**src/rtl/ssd_pkg.sv**
```systemverilog
// Shared types and constants for the seven-segment value feeder.
// Holds the conversion FSM states and the BCD digit adjust helper.
package ssd_pkg;

  typedef enum logic [1:0] {
    IDLE,
    CONV,
    COMMIT
  } state_t;

  localparam int DEC_MAX = 9999;
  localparam int BIN_W   = 14;
  localparam int DIGITS  = 4;
  localparam int BCD_W   = 4 * DIGITS;

  // Double-dabble correction: any digit of 5 or more would overflow past 9
  // after the coming shift, so bias it by 3 first.
  function automatic logic [BCD_W-1:0] bcd_adjust(input logic [BCD_W-1:0] bcd);
    logic [BCD_W-1:0] r;
    r = bcd;
    for (int i = 0; i < DIGITS; i++) begin
      if (r[4*i +: 4] >= 4'd5) begin
        r[4*i +: 4] = r[4*i +: 4] + 4'd3;
      end
    end
    return r;
  endfunction

endpackage

```
**src/rtl/ssd_value_feed_if.sv**
```systemverilog
// Signal bundle between the value source and the feeder.
// The feeder is the slave; whoever loads values is the master.
interface ssd_value_feed_if;

  logic        load;
  logic [15:0] bin_in;
  logic        hex_mode;
  logic        busy;
  logic        done;
  logic        ovf;
  logic [15:0] val_out;
  logic        smpl;

  modport master (
    output load, bin_in, hex_mode,
    input  busy, done, ovf, val_out, smpl
  );

  modport slave (
    input  load, bin_in, hex_mode,
    output busy, done, ovf, val_out, smpl
  );

endinterface

```
**src/rtl/ssd_refresh_tick.sv**
```systemverilog
// Free-running prescaler that emits a one-clock refresh strobe every
// REFRESH_DIV clocks for the display driver.
module ssd_refresh_tick #(
  parameter int REFRESH_DIV = 50000
) (
  input  logic clk,
  input  logic rst,
  output logic smpl
);

  localparam int CNT_W = (REFRESH_DIV > 2) ? $clog2(REFRESH_DIV) : 1;
  localparam logic [CNT_W-1:0] CNT_LAST = CNT_W'(REFRESH_DIV - 1);

  logic [CNT_W-1:0] cnt;

  // The strobe is registered off the terminal count, so it lands in the
  // cycle right after the counter sits at its last value.
  always_ff @(posedge clk or posedge rst) begin
    if (rst) begin
      cnt  <= '0;
      smpl <= 1'b0;
    end else begin
      smpl <= (cnt == CNT_LAST);
      cnt  <= (cnt == CNT_LAST) ? '0 : cnt + CNT_W'(1);
    end
  end

endmodule

```
**src/rtl/ssd_value_feed.sv**
```systemverilog
// Loads a 16-bit value, optionally converts it to packed BCD with a
// sequential double-dabble engine, and commits it tear-free to val_out.
module ssd_value_feed
  import ssd_pkg::*;
#(
  parameter int REFRESH_DIV = 50000
) (
  input  logic             clk,
  input  logic             rst,
  ssd_value_feed_if.slave  bus
);

  localparam logic [3:0] ITER_LAST = 4'(BIN_W - 1);

  state_t           state;
  state_t           state_next;
  logic [BCD_W-1:0] bcd;
  logic [BIN_W-1:0] bin;
  logic [3:0]       iter;
  logic             clamp;

  always_ff @(posedge clk or posedge rst) begin
    if (rst) begin
      state <= IDLE;
    end else begin
      state <= state_next;
    end
  end

  always_comb begin
    state_next = state;
    case (state)
      IDLE:    if (bus.load) state_next = bus.hex_mode ? COMMIT : CONV;
      CONV:    if (iter == ITER_LAST) state_next = COMMIT;
      COMMIT:  state_next = IDLE;
      default: state_next = IDLE;
    endcase
  end

  // The bcd register doubles as the result register: hex loads go straight
  // into it, decimal loads build up in it, and only COMMIT exposes it.
  always_ff @(posedge clk or posedge rst) begin
    if (rst) begin
      bcd         <= '0;
      bin         <= '0;
      iter        <= '0;
      clamp       <= 1'b0;
      bus.val_out <= '0;
      bus.busy    <= 1'b0;
      bus.done    <= 1'b0;
      bus.ovf     <= 1'b0;
    end else begin
      bus.busy <= (state_next != IDLE);
      bus.done <= (state == COMMIT);
      case (state)
        IDLE: begin
          if (bus.load) begin
            if (bus.hex_mode) begin
              bcd   <= bus.bin_in;
              clamp <= 1'b0;
            end else begin
              bcd  <= '0;
              iter <= '0;
              if (bus.bin_in > 16'(DEC_MAX)) begin
                bin   <= BIN_W'(DEC_MAX);
                clamp <= 1'b1;
              end else begin
                bin   <= bus.bin_in[BIN_W-1:0];
                clamp <= 1'b0;
              end
            end
          end
        end
        CONV: begin
          {bcd, bin} <= {bcd_adjust(bcd), bin} << 1;
          iter       <= iter + 4'd1;
        end
        COMMIT: begin
          bus.val_out <= bcd;
          bus.ovf     <= clamp;
        end
        default: ;
      endcase
    end
  end

  ssd_refresh_tick #(
    .REFRESH_DIV (REFRESH_DIV)
  ) u_tick (
    .clk  (clk),
    .rst  (rst),
    .smpl (bus.smpl)
  );

endmodule

```
**src/flat_wrapper.sv**
```systemverilog
// flat-port wrapper written by rule: the top's interface ports become plain ports
module ssd_value_feed_flat import ssd_pkg::*;
#(
  parameter int REFRESH_DIV = 50000
)
  (clk, rst, bus_load, bus_bin_in, bus_hex_mode, bus_busy, bus_done, bus_ovf, bus_val_out, bus_smpl);
  ssd_value_feed_if bus_i ();
  input  logic clk;
  input  logic rst;
  input wire logic [$bits(bus_i.load)-1:0] bus_load;
  input wire logic [$bits(bus_i.bin_in)-1:0] bus_bin_in;
  input wire logic [$bits(bus_i.hex_mode)-1:0] bus_hex_mode;
  output wire logic [$bits(bus_i.busy)-1:0] bus_busy;
  output wire logic [$bits(bus_i.done)-1:0] bus_done;
  output wire logic [$bits(bus_i.ovf)-1:0] bus_ovf;
  output wire logic [$bits(bus_i.val_out)-1:0] bus_val_out;
  output wire logic [$bits(bus_i.smpl)-1:0] bus_smpl;
  assign bus_i.load = bus_load;
  assign bus_i.bin_in = bus_bin_in;
  assign bus_i.hex_mode = bus_hex_mode;
  assign bus_busy = bus_i.busy;
  assign bus_done = bus_i.done;
  assign bus_ovf = bus_i.ovf;
  assign bus_val_out = bus_i.val_out;
  assign bus_smpl = bus_i.smpl;
  ssd_value_feed #(.REFRESH_DIV(REFRESH_DIV)) u_core (.clk(clk), .rst(rst), .bus(bus_i));
endmodule
```
**config.mk**
```make
export PLATFORM = sky130hd
export DESIGN_NAME = ssd_value_feed_flat
export DESIGN_NICKNAME = d
export VERILOG_FILES = /design/src/rtl/ssd_pkg.sv /design/src/rtl/ssd_value_feed_if.sv /design/src/rtl/ssd_refresh_tick.sv /design/src/rtl/ssd_value_feed.sv /design/src/flat_wrapper.sv
export SDC_FILE = /design/constraint.sdc
export NUM_CORES = 1
export LEC_CHECK = 0
export CAP_MARGIN = 20
export CORE_MARGIN = 2
export CORE_UTILIZATION = 56
export CTS_CLUSTER_SIZE = 40
export DETAILED_ROUTE_END_ITERATION = 8
export PLACE_DENSITY = 0.8
export REMOVE_ABC_BUFFERS = 1
export SLEW_MARGIN = 20
export SYNTH_ARGS = -nofsm -noshare
export SYNTH_HDL_FRONTEND = slang
export SYNTH_SLANG_ARGS = --single-unit
```
**constraint.sdc**
```tcl
create_clock -name clk -period 2.3 [get_ports clk]
set_input_delay 0.23 -clock clk [delete_from_list [all_inputs] [get_ports clk]]
set_output_delay 0.23 -clock clk [all_outputs]
set_load 0.03 [all_outputs]
```
Word-level counts from Yosys, hierarchy flattened
Index checks and enable logic that the tools add are counted.
W data, S select, Z words.
{"block": "totals", "regBits": 73, "input_bits": 20, "output_inout_bits": 20}
{"block": "op_classes", "addsub": 6, "order_cmp": 5, "eq_ne": 6, "n_mux": 21, "n_reduce_logical": 6}
{"operator": "$mux W16", "count": 3}
{"operator": "$mux W14", "count": 3}
{"operator": "$pmux W16 S2", "count": 1}
{"operator": "$pmux W14 S2", "count": 1}
{"operator": "$mux W4", "count": 5}
{"operator": "$add A16 B1 Y16 const B", "count": 1}
{"operator": "$eq A16 B16 Y1 const B", "count": 1}
{"operator": "$ge A4 B3 Y1 const B", "count": 4}
{"operator": "$gt A16 B14 Y1 const B", "count": 1}
{"operator": "$add A4 B2 Y4 const B", "count": 3}
{"operator": "$pmux W4 S2", "count": 1}
{"operator": "$mux W2", "count": 3}
{"operator": "$add A4 B1 Y4 const B", "count": 1}
{"operator": "$eq A4 B4 Y1 const B", "count": 1}
{"operator": "$ne A2 B2 Y1 const B", "count": 2}
{"operator": "$pmux W2 S2", "count": 1}
{"operator": "$reduce_and A2 Y1", "count": 2}
{"operator": "$reduce_bool A2 Y1", "count": 2}
{"operator": "$add A3 B2 Y3 const B", "count": 1}
{"operator": "$mux W3", "count": 1}
{"operator": "$reduce_and A3 Y1", "count": 1}
{"operator": "$eq A2 B1 Y1 const B", "count": 1}
{"operator": "$eq A2 B2 Y1 const B", "count": 1}
{"operator": "$logic_not A2 Y1", "count": 1}
{"operator": "$mux W1", "count": 2}

Depth between registers and ports, before layout
{"block": "logic_depth", "depth_word": 5, "depth_mapped": 7, "depth_no_buf": 6}

Hierarchy
A second synthesis with hierarchy kept.
{"block": "unflattened", "hier_cells": 343, "hier_area_um2": 3558.4}
{"module": "ssd_value_feed", "n_inst": 1, "cells_each": 274, "area_each_um2": 2776.4, "seq_area_each_um2": 1401.3}
{"module": "ssd_refresh_tick", "n_inst": 1, "cells_each": 69, "area_each_um2": 782.0, "seq_area_each_um2": 425.4}

Worst setup path before layout
No wires, ideal clock.
{"block": "synth_timing", "path_type": "reg-to-reg", "from": "reg u_core.u_tick.cnt[11]", "to": "reg u_core.u_tick.cnt[15]", "arrival_ns": 1.531, "required_ns": 2.177, "slack_ns": 0.646, "path_stages_with_launch": 5, "synth_period_minus_slack_ns": 1.654, "path_cell_list": "dfrtp_1 > or4_4 > nor4_4 > nand2b_1 > mux2i_1"}
{"block": "synth_via", "elab_chain_len": 2, "elab_cells_between_ends": 3, "classes_between": "1 x add/sub; 1 x eq/ne; 1 x mux"}
{"item": "start: declaration", "line_no": "ssd_refresh_tick.sv:14", "rtl": "logic [CNT_W-1:0] cnt;"}
{"item": "start signal: assignment", "line_no": "ssd_refresh_tick.sv:24", "rtl": "cnt <= (cnt == CNT_LAST) ? '0 : cnt + CNT_W'(1);"}
{"item": "$add A16 B1 Y16 / $eq A16 B16 Y1 (equally long branches)", "line_no": "ssd_refresh_tick.sv:24"}
{"item": "$mux W16 *", "line_no": "ssd_refresh_tick.sv:24"}
Every way passes the cells marked *; elsewhere a longest branch is shown, timed or not.
A chain may end at the register's enable or synchronous reset.

Final worst setup path
{"block": "layout_timing", "from": "reg u_core.bcd[4]", "to": "reg u_core.bcd[6]"}
{"block": "layout_via", "elab_chain_len": 3, "elab_cells_between_ends": 4, "classes_between": "1 x add/sub; 1 x order compare; 2 x mux"}
{"item": "start: declaration", "line_no": "ssd_value_feed.sv:17", "rtl": "logic [BCD_W-1:0] bcd;"}
{"item": "start signal: assignment", "line_no": "ssd_value_feed.sv:59", "rtl": "bcd <= bus.bin_in;"}
{"item": "start signal: assignment", "line_no": "ssd_value_feed.sv:75", "rtl": "{bcd, bin} <= {bcd_adjust(bcd), bin} << 1;"}
{"item": "$add A4 B2 Y4 / $ge A4 B3 Y1 (equally long branches)", "line_no": "ssd_pkg.sv:23, ssd_pkg.sv:22"}
{"item": "$mux W4 *", "line_no": "ssd_pkg.sv:22", "rtl": "if (r[4*i +: 4] >= 4'd5) begin"}
{"item": "$pmux W16 S2 *", "line_no": "ssd_value_feed.sv:55", "rtl": "case (state)"}
Marked as above.

==> impl_metrics.sql <==
INSERT INTO impl_metrics (metric_group, metric, value, unit) VALUES
('status', 'result_of_the_run', 'finished clean', ''),
('yosys', 'syn-cell-area', '3510', 'sq um'),
('timing', 'rsz0062_at_grt', 'no', ''),
('clocking', 'cts_num_sinks', '73', ''),
('clocking', 'cts-hold-fix-buffers', '0', ''),
('clocking', 'clock-root-buffer', 'clkbuf_8', ''),
('route', 'post_drt_via_cell_ratio', '5.85', ''),
('timing', 'maxClockFrequency', '545', 'MHz'),
('layout', 'syn2layout_area_growth', '22.0', '%'),
('timing', 'maxSlewViolCount', '0', ''),
('power', 'power_per_cell_area', '1270', 'nW/um^2'),
('min_path', 'worst_hold_path_type', 'in2async', ''),
('floorplan', 'chipHeight', '83.2', 'um'),
('critical_path', 'timing.critical_path.fanout_max', '4', ''),
('route', 'drt-total-wl', '7600', 'um'),
('critical_path', 'worstPathCellList', 'inv_1 -> ha_1 -> nand2b_1 -> a21oi_1 -> mux2_2 -> o21ai_0', ''),
('route', 'drc_errors', '0', ''),
('clocking', 'numCtsBuffers', '9', ''),
('global_route', 'grt_start_max_net_pins', '33', ''),
('yosys', 'syn_area_per_cell', '10.4', 'sq um'),
('clocking', 'cts.repair_timing.setup_buffer_count', '0', ''),
('critical_path', 'worst_path_largest_cell_delay', '0.42', 'ns'),
('floorplan', 'pin_count', '40', ''),
('critical_path', 'timing.critical_path.from_type', 'register', ''),
('yosys', 'yosys.area.top_type', 'dfrtp_1', ''),
('route', 'drt_pre_antenna_iters', '5', ''),
('critical_path', 'reg2reg_to', 'u_core.bcd[6]', ''),
('route', 'drt_iter0_markers', '219', ''),
('clocking', 'clk_latency', '0.34', 'ns'),
('clocking', 'clk_pin_slew', '0.07', 'ns'),
('timing', 'period_needed', '1.83', 'ns'),
('critical_path', 'r2r_setup_slack', '0.47', 'ns'),
('critical_path', 'critPathCaptureType', 'register', ''),
('yosys', 'count_of_flip_flops_with_a_built_in_enable_after_synthesis', '0', ''),
('timing', 'final.setup.tns', '0', 'ns'),
('yosys', 'ys_ff_latch', '73', ''),
('route', 'detail-route-antenna-nets', '0', ''),
('yosys', 'unique_masters_post_synth', '39', ''),
('timing', 'hold_violations', '0', ''),
('timing', 'worst_slew_margin_rel', '0.578', ''),
('layout', 'n_antenna_cell', '0', ''),
('critical_path', 'critPathArrivalTime', '2.10', 'ns'),
('clocking', 'cts_max_level', '3', ''),
('yosys', 'synth-seq-area-share', '0.520', ''),
('critical_path', 'r2r_cells', '6', ''),
('critical_path', 'timing.critical_path.required', '2.57', 'ns'),
('layout', 'finalNetCount', '419', ''),
('power', 'p_leak', '1.89', 'nW'),
('route', 'routed_wl_per_cell', '16.2', 'um'),
('floorplan', 'die_x', '83.2', 'um'),
('timing', 'finalCritPeriodShare', '0.797', ''),
('layout', 'most-common-layout-cells', '73 x dfrtp_1, 39 x clkdlybuf4s50_1, 38 x o21ai_0', ''),
('clocking', 'cts_tree', 'built', ''),
('yosys', 'postSynth.topFlopCell', 'dfrtp_1', ''),
('global_route', 'total_global_routing_overflow', '0', ''),
('floorplan', 'core-area', '5990', 'sq um'),
('layout', 'fillerInstances', '443', ''),
('global_route', 'grt_pass1_wl', '13400', 'um'),
('route', 'detailroute.via_count', '2740', ''),
('timing', 'tightest_slew', '0.628', 'ns'),
('floorplan', 'rows', '28', ''),
('layout', 'final_common_cell', 'dfrtp_1', ''),
('critical_path', 'critPathKind', 'reg2reg', ''),
('power', 'vdd_drop_max', '0.00102', 'V'),
('yosys', 'asyncSetResetFlopFracSynth', '1.00', ''),
('critical_path', 'timing.critical_path.slowest_stage_cell', 'dfrtp_1', ''),
('place', 'detailedPlacementHpwl', '5230', 'um'),
('yosys', 'synth-warning-count', '0', ''),
('floorplan', 'die_area', '6930', 'sq um'),
('global_route', 'first_global_vias', '2860', ''),
('yosys', 'synth_top_area_frac', '0.520', '');
## metrics by stage
step	worst slack [ns]	hold slack, ns	instance area (sq um)	cells	util
after floorplan	0.217	0.359	3460	324	-
after global placement	0.444	0.455	4080	452	0.680
after detailed placement	0.399	0.462	4080	452	0.680
after CTS	0.449	0.219	4290	468	0.716
after global routing	0.338	0.245	4290	468	0.716
final	0.466	0.206	4290	468	0.716
## kinds of logic (layout without fill, tap and decap cells)
| family | Yosys count | in the layout | share of synthesized area |
|---|---|---|---|
| muxes | 22 | 22 | 0.0701 |
| xor gates and xnor gates | 19 | 19 | 0.0473 |
| adders and majority gates | 11 | 11 | 0.0392 |
| AOI/OAI and AO/OA | 81 | 81 | 0.135 |
| buffers and inverters | 34 | 90 | 0.0374 |
| DFF | 73 | 73 | 0.520 |
| and+or+nand+nor | 97 | 97 | 0.152 |
## state kept, by name (all words and copies together), names as in the netlist, 2 cells and up
name and flops:
u_core.bin 14, u_core.u_tick.cnt 16, u_core.state 2, u_core.bus.val_out 16
u_core.bcd 16, u_core.iter 4
## worst max-delay path, delay by kind of cell, from the launching register on
family	cells	cell delay, ns
buffers and inverters	1	0.16
adder cells (fa/ha/maj)	1	0.22
multiplexers	1	0.39
AO/OA/AOI/OAI	2	0.47
flip-flops	1	0.42
AND/OR/NAND/NOR	1	0.09
## cell type report
class	count	area (sq um)	area share
Multi-Input combinational cell	230	1560	0.363
Clock buffer	10	128	0.0298
Tap cell	75	93.8	0.0219
Clock inverter	6	82.6	0.0193
Timing Repair Buffer	53	520	0.121
Sequential cell	73	1830	0.426
Inverter	21	78.8	0.0184
## Yosys cell counts, types with 4 or more instances
| master | n |
|---|---|
| nand3_1 | 12 |
| clkbuf_1 | 10 |
| xor2_1 | 7 |
| o21ai_0 | 38 |
| ha_1 | 11 |
| nand2_1 | 17 |
| a21oi_1 | 14 |
| nand2b_1 | 8 |
| a22oi_1 | 13 |
| xnor2_1 | 12 |
| and3_1 | 6 |
| nor2_1 | 16 |
| nor3b_1 | 4 |
| nor3_1 | 12 |
| mux2_2 | 21 |
| dfrtp_1 | 73 |
| inv_1 | 20 |
| nand4_1 | 7 |
## layer usage
metal,up-vias,share of wire,global-route usage
met4,0,0.0061,0.0775
met3,4,0.063,0.0606
li1,1304,-,-
met5,-,0,0
met2,96,0.49,0.386
met1,1336,0.44,0.325
## worst max path at each step
stage / startpoint / to / depth (start not counted)
after floorplan: rst / u_core.bcd[0] / 1
after global placement: bus_bin_in[6] / u_core.bin[12] / 5
after detailed placement: bus_hex_mode / u_core.bcd[4] / 5
after CTS: u_core.u_tick.cnt[11] / u_core.u_tick.cnt[15] / 4
after global routing: u_core.bcd[4] / u_core.bcd[6] / 6
final: u_core.bcd[4] / u_core.bcd[6] / 6
## where the power goes
part / total [mW] / leakage, nW / switching [mW] / internal, mW
Clock: 1.08 / 0.106 / 0.475 / 0.605
Sequential: 2.07 / 0.925 / 0.339 / 1.73
Combinational: 2.28 / 0.862 / 1.26 / 1.02
Total: 5.43 / 1.89 / 2.07 / 3.36
No activity file was read; power rests on OpenSTA's default activity.
